## src/rtl/hub75_pkg.sv

```systemverilog
// Shared types for the HUB75 scan controller: scan FSM states, pixel colour
// type and a counter-width helper that never returns zero.
package hub75_pkg;

  typedef enum logic [2:0] {
    IDLE,
    PREFETCH,
    SHIFT,
    BLANK,
    LATCH,
    DISPLAY
  } scan_state_t;

  typedef logic [2:0] rgb_t;

  // Width for a counter/address covering n distinct values (minimum 1 bit).
  function automatic int cnt_width(input int n);
    return (n > 1) ? $clog2(n) : 1;
  endfunction

endpackage

```

## src/rtl/hub75_scan_ctrl.sv

```systemverilog
// HUB75 row scanner: prefetch, shift, blank, latch and display one half-panel
// row at a time; yields the panel pins to the FM6126A init block while mask_en.
//
// state    | meaning
// ---------+-----------------------------------------------------------
// IDLE     | init owns the panel, scan outputs parked
// PREFETCH | present column 0 / current row to the frame buffer
// SHIFT    | two cycles per column: A = clk low, B = clk high
// BLANK    | clk and data low, outputs disabled
// LATCH    | latch pulse, row select follows the shifted row
// DISPLAY  | oe_n low for OE_CYCLES cycles, then next row
module hub75_scan_ctrl
  import hub75_pkg::*;
#(
  parameter int PANEL_WIDTH = 64,
  parameter int PANEL_ROWS  = 16,
  parameter int OE_CYCLES   = 256
) (
  input  logic                              clk_in,
  input  logic                              reset,
  input  logic                              mask_en,
  input  logic [2:0]                        init_rgb1,
  input  logic [2:0]                        init_rgb2,
  input  logic                              init_latch,
  input  logic                              init_clk,
  output logic [cnt_width(PANEL_WIDTH)-1:0] col_addr,
  output logic [cnt_width(PANEL_ROWS)-1:0]  row_addr,
  input  logic [2:0]                        pixel_rgb1,
  input  logic [2:0]                        pixel_rgb2,
  output logic                              clk_out,
  output logic [2:0]                        rgb1_out,
  output logic [2:0]                        rgb2_out,
  output logic                              latch_out,
  output logic                              oe_n_out,
  output logic [cnt_width(PANEL_ROWS)-1:0]  row_out,
  output logic                              frame_done
);

  localparam int CW = cnt_width(PANEL_WIDTH);
  localparam int RW = cnt_width(PANEL_ROWS);
  localparam int OW = cnt_width(OE_CYCLES + 1);

  localparam logic [CW-1:0] COL_LAST = CW'(PANEL_WIDTH - 1);
  localparam logic [RW-1:0] ROW_LAST = RW'(PANEL_ROWS - 1);
  localparam logic [OW-1:0] OE_LOAD  = OW'(OE_CYCLES);
  localparam logic [OW-1:0] OE_LAST  = OW'(1);

  scan_state_t   state_q, state_d;
  logic          phase_q, phase_d;
  logic [CW-1:0] col_q, col_d;
  logic [RW-1:0] row_q, row_d, row_next;
  logic [OW-1:0] oe_cnt_q, oe_cnt_d;
  logic [CW-1:0] col_addr_d;
  logic [RW-1:0] row_addr_d;
  logic [RW-1:0] row_sel_q, row_sel_d;
  rgb_t          rgb1_q, rgb1_d, rgb2_q, rgb2_d;
  logic          clk_q, clk_d;
  logic          latch_q, latch_d;
  logic          oe_n_q, oe_n_d;
  logic          frame_done_q, frame_done_d;

  assign row_next = (row_q == ROW_LAST) ? '0 : row_q + 1'b1;

  always_comb begin
    state_d    = state_q;
    phase_d    = phase_q;
    col_d      = col_q;
    row_d      = row_q;
    oe_cnt_d   = oe_cnt_q;
    col_addr_d = col_addr;
    row_addr_d = row_addr;
    row_sel_d  = row_sel_q;
    rgb1_d     = rgb1_q;
    rgb2_d     = rgb2_q;

    if (mask_en) begin
      // Init has taken the bus back: drop the partial frame entirely.
      state_d    = IDLE;
      phase_d    = 1'b0;
      col_d      = '0;
      row_d      = '0;
      oe_cnt_d   = '0;
      col_addr_d = '0;
      row_addr_d = '0;
      row_sel_d  = '0;
    end else begin
      case (state_q)
        IDLE: begin
          state_d    = PREFETCH;
          row_d      = '0;
          col_addr_d = '0;
          row_addr_d = '0;
        end
        PREFETCH: begin
          state_d = SHIFT;
          phase_d = 1'b0;
          col_d   = '0;
        end
        SHIFT: begin
          if (!phase_q) begin
            phase_d    = 1'b1;
            rgb1_d     = pixel_rgb1;
            rgb2_d     = pixel_rgb2;
            col_addr_d = (col_q == COL_LAST) ? col_q : col_q + 1'b1;
          end else if (col_q == COL_LAST) begin
            state_d = BLANK;
          end else begin
            phase_d = 1'b0;
            col_d   = col_q + 1'b1;
          end
        end
        BLANK: state_d = LATCH;
        LATCH: begin
          state_d   = DISPLAY;
          oe_cnt_d  = OE_LOAD;
          row_sel_d = row_q;
        end
        DISPLAY: begin
          if (oe_cnt_q == OE_LAST) begin
            // Address the next row already; row_out keeps the lit row.
            state_d    = PREFETCH;
            row_d      = row_next;
            row_addr_d = row_next;
            col_addr_d = '0;
          end else begin
            oe_cnt_d = oe_cnt_q - 1'b1;
          end
        end
        default: state_d = IDLE;
      endcase
    end

    if (state_d != SHIFT) begin
      rgb1_d = '0;
      rgb2_d = '0;
    end

    // Panel pins are registered from the upcoming state so they are glitch-free.
    clk_d        = (state_d == SHIFT) && phase_d;
    latch_d      = (state_d == LATCH);
    oe_n_d       = (state_d != DISPLAY);
    frame_done_d = (state_d == DISPLAY) && (oe_cnt_d == OE_LAST) && (row_q == ROW_LAST);
  end

  always_ff @(posedge clk_in) begin
    if (reset) begin
      state_q      <= IDLE;
      phase_q      <= 1'b0;
      col_q        <= '0;
      row_q        <= '0;
      oe_cnt_q     <= '0;
      col_addr     <= '0;
      row_addr     <= '0;
      row_sel_q    <= '0;
      rgb1_q       <= '0;
      rgb2_q       <= '0;
      clk_q        <= 1'b0;
      latch_q      <= 1'b0;
      oe_n_q       <= 1'b1;
      frame_done_q <= 1'b0;
    end else begin
      state_q      <= state_d;
      phase_q      <= phase_d;
      col_q        <= col_d;
      row_q        <= row_d;
      oe_cnt_q     <= oe_cnt_d;
      col_addr     <= col_addr_d;
      row_addr     <= row_addr_d;
      row_sel_q    <= row_sel_d;
      rgb1_q       <= rgb1_d;
      rgb2_q       <= rgb2_d;
      clk_q        <= clk_d;
      latch_q      <= latch_d;
      oe_n_q       <= oe_n_d;
      frame_done_q <= frame_done_d;
    end
  end

  assign rgb1_out   = mask_en ? init_rgb1  : rgb1_q;
  assign rgb2_out   = mask_en ? init_rgb2  : rgb2_q;
  assign latch_out  = mask_en ? init_latch : latch_q;
  assign clk_out    = mask_en ? init_clk   : clk_q;
  assign oe_n_out   = mask_en ? 1'b1       : oe_n_q;
  assign row_out    = row_sel_q;
  assign frame_done = frame_done_q;

endmodule

```

## config.mk

```make
export PLATFORM = sky130hd
export DESIGN_NAME = hub75_scan_ctrl
export DESIGN_NICKNAME = d
export VERILOG_FILES = /design/src/rtl/hub75_pkg.sv /design/src/rtl/hub75_scan_ctrl.sv
export SDC_FILE = /design/constraint.sdc
export NUM_CORES = 1
export LEC_CHECK = 0
export ABC_AREA = 1
export CAP_MARGIN = 10
export CORE_AREA = 2 2 68 70
export CTS_BUF_LIST = sky130_fd_sc_hd__clkbuf_16
export CTS_CLUSTER_DIAMETER = 100
export CTS_CLUSTER_SIZE = 28
export DETAILED_ROUTE_END_ITERATION = 7
export DIE_AREA = 0 0 70 72
export PLACE_DENSITY_LB_ADDON = 0.25
export SYNTH_ARGS = -nofsm -noshare
export SYNTH_HDL_FRONTEND = slang
export SYNTH_SLANG_ARGS = --single-unit
```

## constraint.sdc

```tcl
create_clock -name clk_in -period 1.7 [get_ports clk_in]
set_input_delay 0.34 -clock clk_in [delete_from_list [all_inputs] [get_ports clk_in]]
set_output_delay 0.34 -clock clk_in [all_outputs]
set_load 0.02 [all_outputs]
```

==> results of run 1 <==
## through the flow
stage / power [W] / std cells
2_1_floorplan: 0.001171 / 312
3_3_place_gp: 0.001289 / 419
3_5_place_dp: 0.001294 / 419
4_1_cts: 0.002195 / 430
5_1_grt: 0.002271 / 432
6_report: 0.002194 / 432
## cells by family after synthesis
kind of cell	synth area share [%]
xor gates and xnor gates	0.4066
adders and majority gates	2.323
DFF	39.95
buffers and inverters	7.956
and+or+nand+nor	32.81
AOI/OAI and AO/OA	16.55
## cell usage after synthesis, drive strengths merged
cell type / number / area share, %
nand3b: 1 / 0.35
a21oi: 31 / 7.5
a211oi: 4 / 2.2
nor2: 47 / 9.7
clkinv: 2 / 0.35
o21ai: 26 / 6.0
nand2: 71 / 13
o211ai: 1 / 0.35
or2: 1 / 0.29
nor3: 9 / 2.1
xor2: 1 / 0.41
ha: 4 / 2.3
inv: 35 / 6.1
nand3: 19 / 4.6
buf: 3 / 0.81
nand4: 9 / 2.9
dfxtp: 43 / 40
a211o: 1 / 0.41
clkbuf: 4 / 0.70
## state kept, by name (all words and copies together), names as in the netlist
name        cells
oe_cnt_q        9
col_addr        6
col_q           6
row_out         4
row_q           4
rgb1_q          3
rgb2_q          3
state_q         3
clk_q           1
frame_done      1
latch_q         1
oe_n_q          1
phase_q         1
## cell type report
type                    instances  area share (%)
clock buffers                   5           4.181
clock inverters                 3          0.5435
inverters                      37           4.640
multi-input cells             225           39.55
flip-flops and latches         43           28.89
well taps                      52           2.174
repair buffers                 67           20.03
## final timing paths
path / start / to / slack, ps
max reg2reg: oe_cnt_q[0]$_SDFF_PP0_ / frame_done$_SDFF_PP0_ / 80
max: row_q[2]$_SDFFE_PP0P_ / row_addr[2] / 80
min: rgb1_q[1]$_SDFFE_PP0P_ / rgb1_q[1]$_SDFFE_PP0P_ / 470
min reg2reg: rgb1_q[1]$_SDFFE_PP0P_ / rgb1_q[1]$_SDFFE_PP0P_ / 470
## power by group
group / switching (W) / internal, W
registers: 0.0000148 / 0.00102
logic: 0.000128 / 0.000114
clock network: 0.000379 / 0.000536
## cells in the final DEF (no fill, tap or decap), types with 3 or more instances in the layout
cell / n
a21oi_1: 28
buf_4: 24
clkbuf_16: 5
clkdlybuf4s15_1: 6
clkdlybuf4s50_1: 30
dfxtp_1: 40
dfxtp_2: 3
dlygate4sd2_1: 3
inv_1: 30
inv_2: 6
nand2_1: 67
nand3_1: 18
nand4_1: 8
nor2_1: 37
nor2_2: 5
nor2_4: 5
nor3_1: 9
o21ai_0: 19
o21ai_1: 7
## layer usage
| metal | share of wire, % | track usage [%] | up-vias |
|---|---|---|---|
| li1 | - | - | 1157 |
| met1 | 44 | 27.48 | 1003 |
| met2 | 50 | 36.72 | 59 |
| met3 | 4.9 | 4.028 | 9 |
| met4 | 1.0 | 7.906 | 0 |
| met5 | 0 | 0 | - |
## timing repair
| item | CTS | global route |
|---|---|---|
| endpoints found under the setup margin | 10 | 14 |
| pin swaps | 1 | 5 |
| cloned | 0 | 1 |
| endpoints found under the hold margin | 0 | 0 |
| resized for setup | 19 | 23 |
| setup buffers | 3 | 1 |
==> run metrics, run 1 <==
outcome=complete, no violations; Initial Util=50.53%; Slowest-stage cell, CP=clkdlybuf4s50_1; Fin. Hold Viols=0; Buf+Inv Stages, Crit Path=1; Skew-Pair Late Insertion Delay=280 ps; final WL=5506 um; Arr. time, crit path=1280 ps; CP Max Fanout=4; core footprint=4264 um2; Post-CTS Hold Fix Bufs=0; Sink Count=43; register cell area after layout=864.6 um2; Overflow after GRT=0; distinct cell type count after synthesis=31; RSZ-0062 raised after global routing=yes; Layout area overhead=38.91%; PD cells=733.0 nW/um2; CTS tree=built; CTS clk-pin slew, worst paths=60 ps; fin util=70.19%; wire per inst=12.75 um; GRT Util Overall=21.56%; die height=72 um; vias per cell=5.157; WHS=470.3 ps; Port Buffers=40; critical path class=flip-flop to output port; fin crit share=95.54%; Max-Slew Margin vs Limit=75.17%; synthesis-stage register bit count=43; Die Wd=70 um; first-pass GRT wire length=8956 um; Detail Route Antenna Nets=0; CP max stage delay=620 ps; WHS Path Cells=2; critical path depth in cells=1; Crit path required time=1360 ps; # IOs=41; Post-DP Area=2753 um2; worst reg2reg path depth=11; FILL cells=371; initial antenna violation count=0; Slew Limit Fails=0; crit path capture type=output port; Tmin final=1624 ps; Cells after Synth=312; Ys Warns=0; Worst IR Drop VDD=562.1 uV; syn nets=333; vias after detailed routing=2228; f_max=615.7 MHz; Max Cap Viol=0; first-iteration detailed-routing DRC count=122; setup violators final=0; Setup crit start kind=flip-flop; H-tree levels=2; drt first pass iters=4; DP Worst Slack=-414.6 ps; hpwl dp=3863 um; Hold Crit Class=flip-flop to flip-flop; syn avg cell area=6.906 um2; number of diodes=0; DR DRC count=0; Mapped Area=2155 um2; LEAKAGE=1.265 nW; placement row count=24; layout net count=400; design area=2993 um2; Max clock buf depth=2; sequential area share after synthesis=39.95%; Setup Skew=6.363 ps; cells along the critical path=clkdlybuf4s50_1; final setup TNS=0 ps; TritonCTS Buffers=5; fin worst setup slack=75.86 ps; placer congestion estimate=0.9132; DIE AREA=5040 um2; Top delay family on crit path=buffers and inverters; vias in the first global route=2069; CTS root buf=clkbuf_16; pin count of the biggest net entering global routing=14; Slew @ Worst Pin=371.1 ps; multi-input logic area=1184 um2; share of cells above drive strength 1=17.89%
Power figures use the tool's default switching activity.
==> run 2, diff against run 1 <==
- CTS_CLUSTER_SIZE: 28 -> 24
- REMOVE_ABC_BUFFERS: not set -> 1
==> run metrics, run 2 (synthesis gave the netlist of run 1 again) <==
outcome=complete, no violations; Tmin final=1636 ps; CTS clk-pin slew, worst paths=60 ps; DR DRC count=0; Overflow after GRT=0; setup violators final=0; fin worst setup slack=64.44 ps; placement row count=24; drt first pass iters=5; hpwl dp=3600 um; die height=72 um; layout net count=393; critical path class=flip-flop to flip-flop; f_max=611.4 MHz; PD cells=746.2 nW/um2; Regs by FF count=oe_cnt_q (9), col_addr (6), col_q (6); pin count of the biggest net entering global routing=14; Max clock buf depth=2; Setup crit start kind=flip-flop; Setup Skew=3.782 ps; Sink Count=43; Initial Util=50.53%; Skew-Pair Late Insertion Delay=280 ps; first-pass GRT wire length=8825 um; CTS root buf=clkbuf_16; GRT Util Overall=21.76%; Worst IR Drop VDD=499.1 uV; DIE AREA=5040 um2; Crit path required time=1880 ps; # IOs=41; Max-Slew Margin vs Limit=80.09%; wire per inst=12.43 um; Slew Limit Fails=0; Placed Instances=414; initial antenna violation count=0; LEAKAGE=1.249 nW; commonest non-fill, non-tap cells in the layout=nand2_1, dfxtp_1, nor2_1; share of cells above drive strength 1=17.43%; vias per cell=5.252; DP Worst Slack=-416.1 ps; Port Buffers=40; Max Cap Viol=0; Largest register FFs=9; fin crit share=96.21%; RSZ-0062 raised after global routing=yes; most common cell after layout, fill and taps aside=nand2_1; Die Wd=70 um; first-iteration detailed-routing DRC count=123; Layout area overhead=34.84%; vias in the first global route=2002; placer congestion estimate=0.8443; FILL cells=389; Fin. Hold Viols=0; CTS tree=built; CP Max Fanout=5; final WL=5284 um; number of diodes=0; core footprint=4264 um2; vias after detailed routing=2232; crit path capture type=flip-flop; fin util=68.13%; H-tree levels=2; Largest Register=oe_cnt_q; Hold Crit Class=flip-flop to flip-flop; Non-Filler Instances=425; TritonCTS Buffers=5; Detail Route Antenna Nets=0; Arr. time, crit path=1820 ps; Slew @ Worst Pin=298.2 ps
run 2: cell types whose count changed in the layout (fill, tap and decap cells not counted), moves of 2 or more:
cell             before  now
clkdlybuf4s15_1       6    0
o21ai_0              19   22
o21ai_1               7    4
buf_4                24   14
buf_2                 1   10
buf_12                0    2
dlygate4sd2_1         3    0
ha_1                  2    4
run 2: final timing paths:
path / from / end / slack, ps / cells past startpoint
min reg2reg: rgb1_q[1]$_SDFFE_PP0P_ / rgb1_q[1]$_SDFFE_PP0P_ / 460 / 2
max reg2reg: oe_cnt_q[1]$_SDFF_PP0_ / frame_done$_SDFF_PP0_ / 60 / 13
max: oe_cnt_q[1]$_SDFF_PP0_ / frame_done$_SDFF_PP0_ / 60 / 13
min: rgb1_q[1]$_SDFFE_PP0P_ / rgb1_q[1]$_SDFFE_PP0P_ / 460 / 2
run 2: cell type report:
class                   count  area [um2]  area share, %
clock buffers               5       125.1          4.307
clock inverters             3       12.51         0.4307
inverters                  37       138.9          4.780
multi-input cells         225        1157          39.84
flip-flops and latches     43       864.6          29.76
well taps                  52       65.06          2.239
repair buffers             60       541.8          18.65
run 2: report_power, final:
part / total, W / switching [W] / leakage [nW] / internal (W)
Clock: 0.000897 / 0.000367 / 0.0762 / 0.000530
Sequential: 0.00104 / 0.0000143 / 0.349 / 0.00102
Combinational: 0.000234 / 0.000125 / 0.824 / 0.000109
run 2: layer usage:
layer	up-vias	track usage, %	share of wire (%)
li1	1149	-	-
met1	1015	27.37	45
met2	60	37.04	49
met3	8	5.694	5.8
met4	0	6.410	1.2
met5	-	0	0
run 2: critical path, cell delays in order, from the launching register on:
cell and delay [ps]:
dfxtp_2 320, inv_2 60, ha_1 140, nand2_1 60
nor2_2 90, nand2_2 120, buf_6 160, buf_4 130
nand3_1 60, nand2_1 50, a21oi_1 170, nor2_1 80
nand2_1 60, nor2_1 40
run 2: metrics by stage:
| stage | setup TNS, ps | total power, W | hold slack (ps) | cell area (um2) |
|---|---|---|---|---|
| after floorplan | 0 | 0.001161 | 411.2 | 2122 |
| after global placement | -4361 | 0.001289 | 450.9 | 2740 |
| after detailed placement | -5251 | 0.001293 | 454.9 | 2740 |
| after CTS | -22.84 | 0.002187 | 463.9 | 2836 |
| after global routing | -114.8 | 0.002252 | 474.8 | 2905 |
| final | 0 | 0.002168 | 463.3 | 2905 |
run 2: what timing repair did:
action	in CTS	in global routing
cloned	0	1
hold buffers	0	0
setup endpoints to repair	9	23
gates resized for setup	37	17
pin swaps	0	5
buffers inserted	0	2
==> patch 1 (flow settings as in run 1) <==
Remove the register `frame_done_q`: a continuous assignment takes its place, so the output `frame_done` follows one clock earlier.
--- a/src/rtl/hub75_scan_ctrl.sv
+++ b/src/rtl/hub75_scan_ctrl.sv
@@ -157,7 +157,6 @@
       clk_q        <= 1'b0;
       latch_q      <= 1'b0;
       oe_n_q       <= 1'b1;
-      frame_done_q <= 1'b0;
     end else begin
       state_q      <= state_d;
       phase_q      <= phase_d;
@@ -172,9 +171,10 @@
       clk_q        <= clk_d;
       latch_q      <= latch_d;
       oe_n_q       <= oe_n_d;
-      frame_done_q <= frame_done_d;
     end
   end
+
+  assign frame_done_q = frame_done_d;
 
   assign rgb1_out   = mask_en ? init_rgb1  : rgb1_q;
   assign rgb2_out   = mask_en ? init_rgb2  : rgb2_q;
Formal check against the unedited RTL: same outputs for any inputs over 10 cycles, from zero or initial values and one cycle with reset high; that may be too few to reach the edited logic, so the function may still have changed.
==> patch 1 against run 1 <==
The run now ends with setup timing left. Power grew 14%. Area after synthesis grew 0.52%. Sequential cell count shrank 1. Wire length grew 14%. Synthesized cell count grew 3.2%. Setup slack lost 0.63 ns. Register-to-register slack gained 0.03 ns. Cell count grew 11%. Design area grew 14%. Critical endpoint is now frame_done.
==> patch 1: results <==
{
  "drt-met1-wl_mm": 2.73,
  "fin_setup_tns_ns": -0.558,
  "met2_usage_pct": 43.4,
  "fin_skew_ns": 0.00663,
  "synth-compound-area-share_pct": 14.6,
  "failed_checks": "setup timing",
  "cpPeakStageDelay_ns": 0.35,
  "reg2reg_slack_ns": 0.11,
  "firstDrtPassIters": 5,
  "cts_resized": 37,
  "first_iter_violations": 167,
  "wl_met3_um": 251,
  "place_ws_ns": -0.852,
  "crit_family": "simple AND/OR/NAND/NOR gates",
  "arrival_ns": 1.92,
  "multi_input_gates": 238,
  "setup_violations": 1,
  "routed_wl_mm": 6.28,
  "dpl.hpwl_mm": 4.06,
  "status": "finished with violations",
  "timing.final.ws_setup_ns": -0.558,
  "tightest_slew_ns": 0.274,
  "synth_fa_ha_area_share_pct": 2.31,
  "n_all_buffers": 105,
  "final_layout_size_suffix_gt1_share_pct": 30.1,
  "cts_setup_buffers": 2,
  "clock_area_share_pct": 5.70,
  "vias_per_cell": 5.08,
  "fillers": 288,
  "multi_input_area_share_pct": 37.4,
  "max-vdd-ir-drop_mv": 0.637,
  "ys_types": 33,
  "hp-start": "rgb1_q[0]$_SDFFE_PP0P_",
  "combPwrFrac_pct": 10.0,
  "sw_frac_of_total_pct": 22.0,
  "cts.sinks": 42,
  "grt_max_degree": 15,
  "wl_met2_mm": 3.16
}
-- patch 1: worst max-delay path by stage --
stage / from / slack [ns] / endpoint / depth (start not counted)
after floorplan: state_q[2]$_SDFF_PP0_ / -0.06 / frame_done / 10
after global placement: mask_en / -0.82 / frame_done / 7
after detailed placement: mask_en / -0.85 / frame_done / 7
after CTS: oe_cnt_q[1]$_SDFF_PP0_ / -0.51 / frame_done / 14
after global routing: oe_cnt_q[0]$_SDFF_PP0_ / -0.65 / frame_done / 12
final: oe_cnt_q[1]$_SDFF_PP0_ / -0.56 / frame_done / 13
-- patch 1: metrics by stage --
stage | hold slack [ns] | util, % | instances
floorplan | 0.441 | - | 322
global placement | 0.448 | 72.5 | 466
detailed placement | 0.454 | 72.5 | 466
CTS | 0.462 | 78.3 | 477
global route | 0.484 | 79.8 | 480
finish | 0.465 | 79.8 | 480
==> patch 2 (flow settings as in run 1) <==
Without the edit above. The parameter `PANEL_WIDTH` goes from 64 to 72.
--- a/src/rtl/hub75_scan_ctrl.sv
+++ b/src/rtl/hub75_scan_ctrl.sv
@@ -12,7 +12,7 @@
 module hub75_scan_ctrl
   import hub75_pkg::*;
 #(
-  parameter int PANEL_WIDTH = 64,
+  parameter int PANEL_WIDTH = 72,
   parameter int PANEL_ROWS  = 16,
   parameter int OE_CYCLES   = 256
 ) (
Ports: changed (resized col_addr); port bits go from 41 to 42. No check against the original RTL was run, so the function may have changed too.
==> patch 2 against run 1 <==
Sequential cell count is 2 higher. Wire length is 3.6% higher. Highest routed layer unchanged. Count of clock-buffer cells in the layout stayed put. Design area is 5.6% higher. Clock power is 1% higher. Sequential power is 5% higher. Setup slack worse by 0.037 ns. Power is 3.4% higher. Via count is 9.1% higher. Area after synthesis is 5.2% higher.
==> patch 2: results <==
{
  "status": "finished clean",
  "synth_common_cells": "85 x nand2_1, 46 x nor2_1, 45 x dfxtp_1, 30 x inv_1, 27 x a21oi_1",
  "inverters": 38,
  "track_usage_pct": 22.7,
  "final_layout_size_suffix_gt1_share_pct": 17.8,
  "total_power_uw": 2270,
  "p_clk_uw": 926,
  "routed_wl_mm": 5.70,
  "grt_max_degree": 15,
  "p_seq_share_pct": 47.8,
  "p_leak_uw": 0.00135,
  "largestRegisters": "oe_cnt_q (9), col_addr (7), col_q (7)",
  "tightest_slew_ns": 0.404,
  "cp_max_fo": 5,
  "seq_share_pct": 28.6,
  "max-vdd-ir-drop_mv": 0.783,
  "fin_nets": 430,
  "ys_seq_area_share_pct": 39.8,
  "internal-power_uw": 1730,
  "place_ws_ns": -0.429,
  "multi_input_area_share_pct": 38.1,
  "buf_share_pct": 22.2,
  "fin_skew_ns": 0.00562,
  "n_all_buffers": 76,
  "place_congestion": 0.860,
  "cts.sinks": 45,
  "dpl.hpwl_mm": 4.21,
  "synth_nets": 356,
  "clock_area_share_pct": 4.47
}
patch 2: cell count changes in the layout (fill, tap and decap cells not counted), sizes merged, moves of 2 or more:
cell / change
a21oi: -4
buf: +8
clkdlybuf4s15: +2
dfxtp: +2
inv: +2
nand2: +14
nand4: +4
nor2: +3
nor3: -2
o21ai: -5
xor2: +2
patch 2: stage by stage:
| step | instance area [um^2] | std cells | hold slack [ns] | TNS [ns] |
|---|---|---|---|---|
| global placement | 2960 | 453 | 0.448 | -4.42 |
| floorplan | 2270 | 335 | 0.418 | 0 |
| global route | 3160 | 462 | 0.485 | -0.239 |
| detailed placement | 2960 | 453 | 0.462 | -4.92 |
| finish | 3160 | 462 | 0.468 | 0 |
| CTS | 3120 | 461 | 0.471 | 0 |
patch 2: cell families (layout without fill, tap and decap cells):
logic type | after synthesis | count (layout) | synth area share, %
simple gates | 179 | 179 | 34.5
xor+xnor | 4 | 4 | 1.55
fa+ha+maj | 4 | 4 | 2.21
flops | 45 | 45 | 39.8
buf+inv | 47 | 122 | 8.34
compound gates | 56 | 56 | 13.7
patch 2: final timing paths:
kind                             to  slack [ns]  cells after the start
min          rgb1_q[1]$_SDFFE_PP0P_        0.47                      2
max reg2reg   frame_done$_SDFF_PP0_        0.07                     10
max                     row_addr[0]        0.04                      1
min reg2reg  rgb1_q[1]$_SDFFE_PP0P_        0.47                      2
patch 2: metal layers:
layer / part of all wire, % / up-vias / track usage (%)
li1: - / 1238 / -
met1: 45 / 1112 / 29.7
met2: 48 / 73 / 39.7
met3: 5.2 / 8 / 3.61
met4: 0.95 / 0 / 5.13
met5: 0 / - / 0
patch 2: timing repair:
action / CTS / global route
setup endpoints to repair: 18 / 20
setup buffers: 0 / 1
gates resized for setup: 32 / 10
pin swaps: 0 / 2
hold buffers: 0 / 0
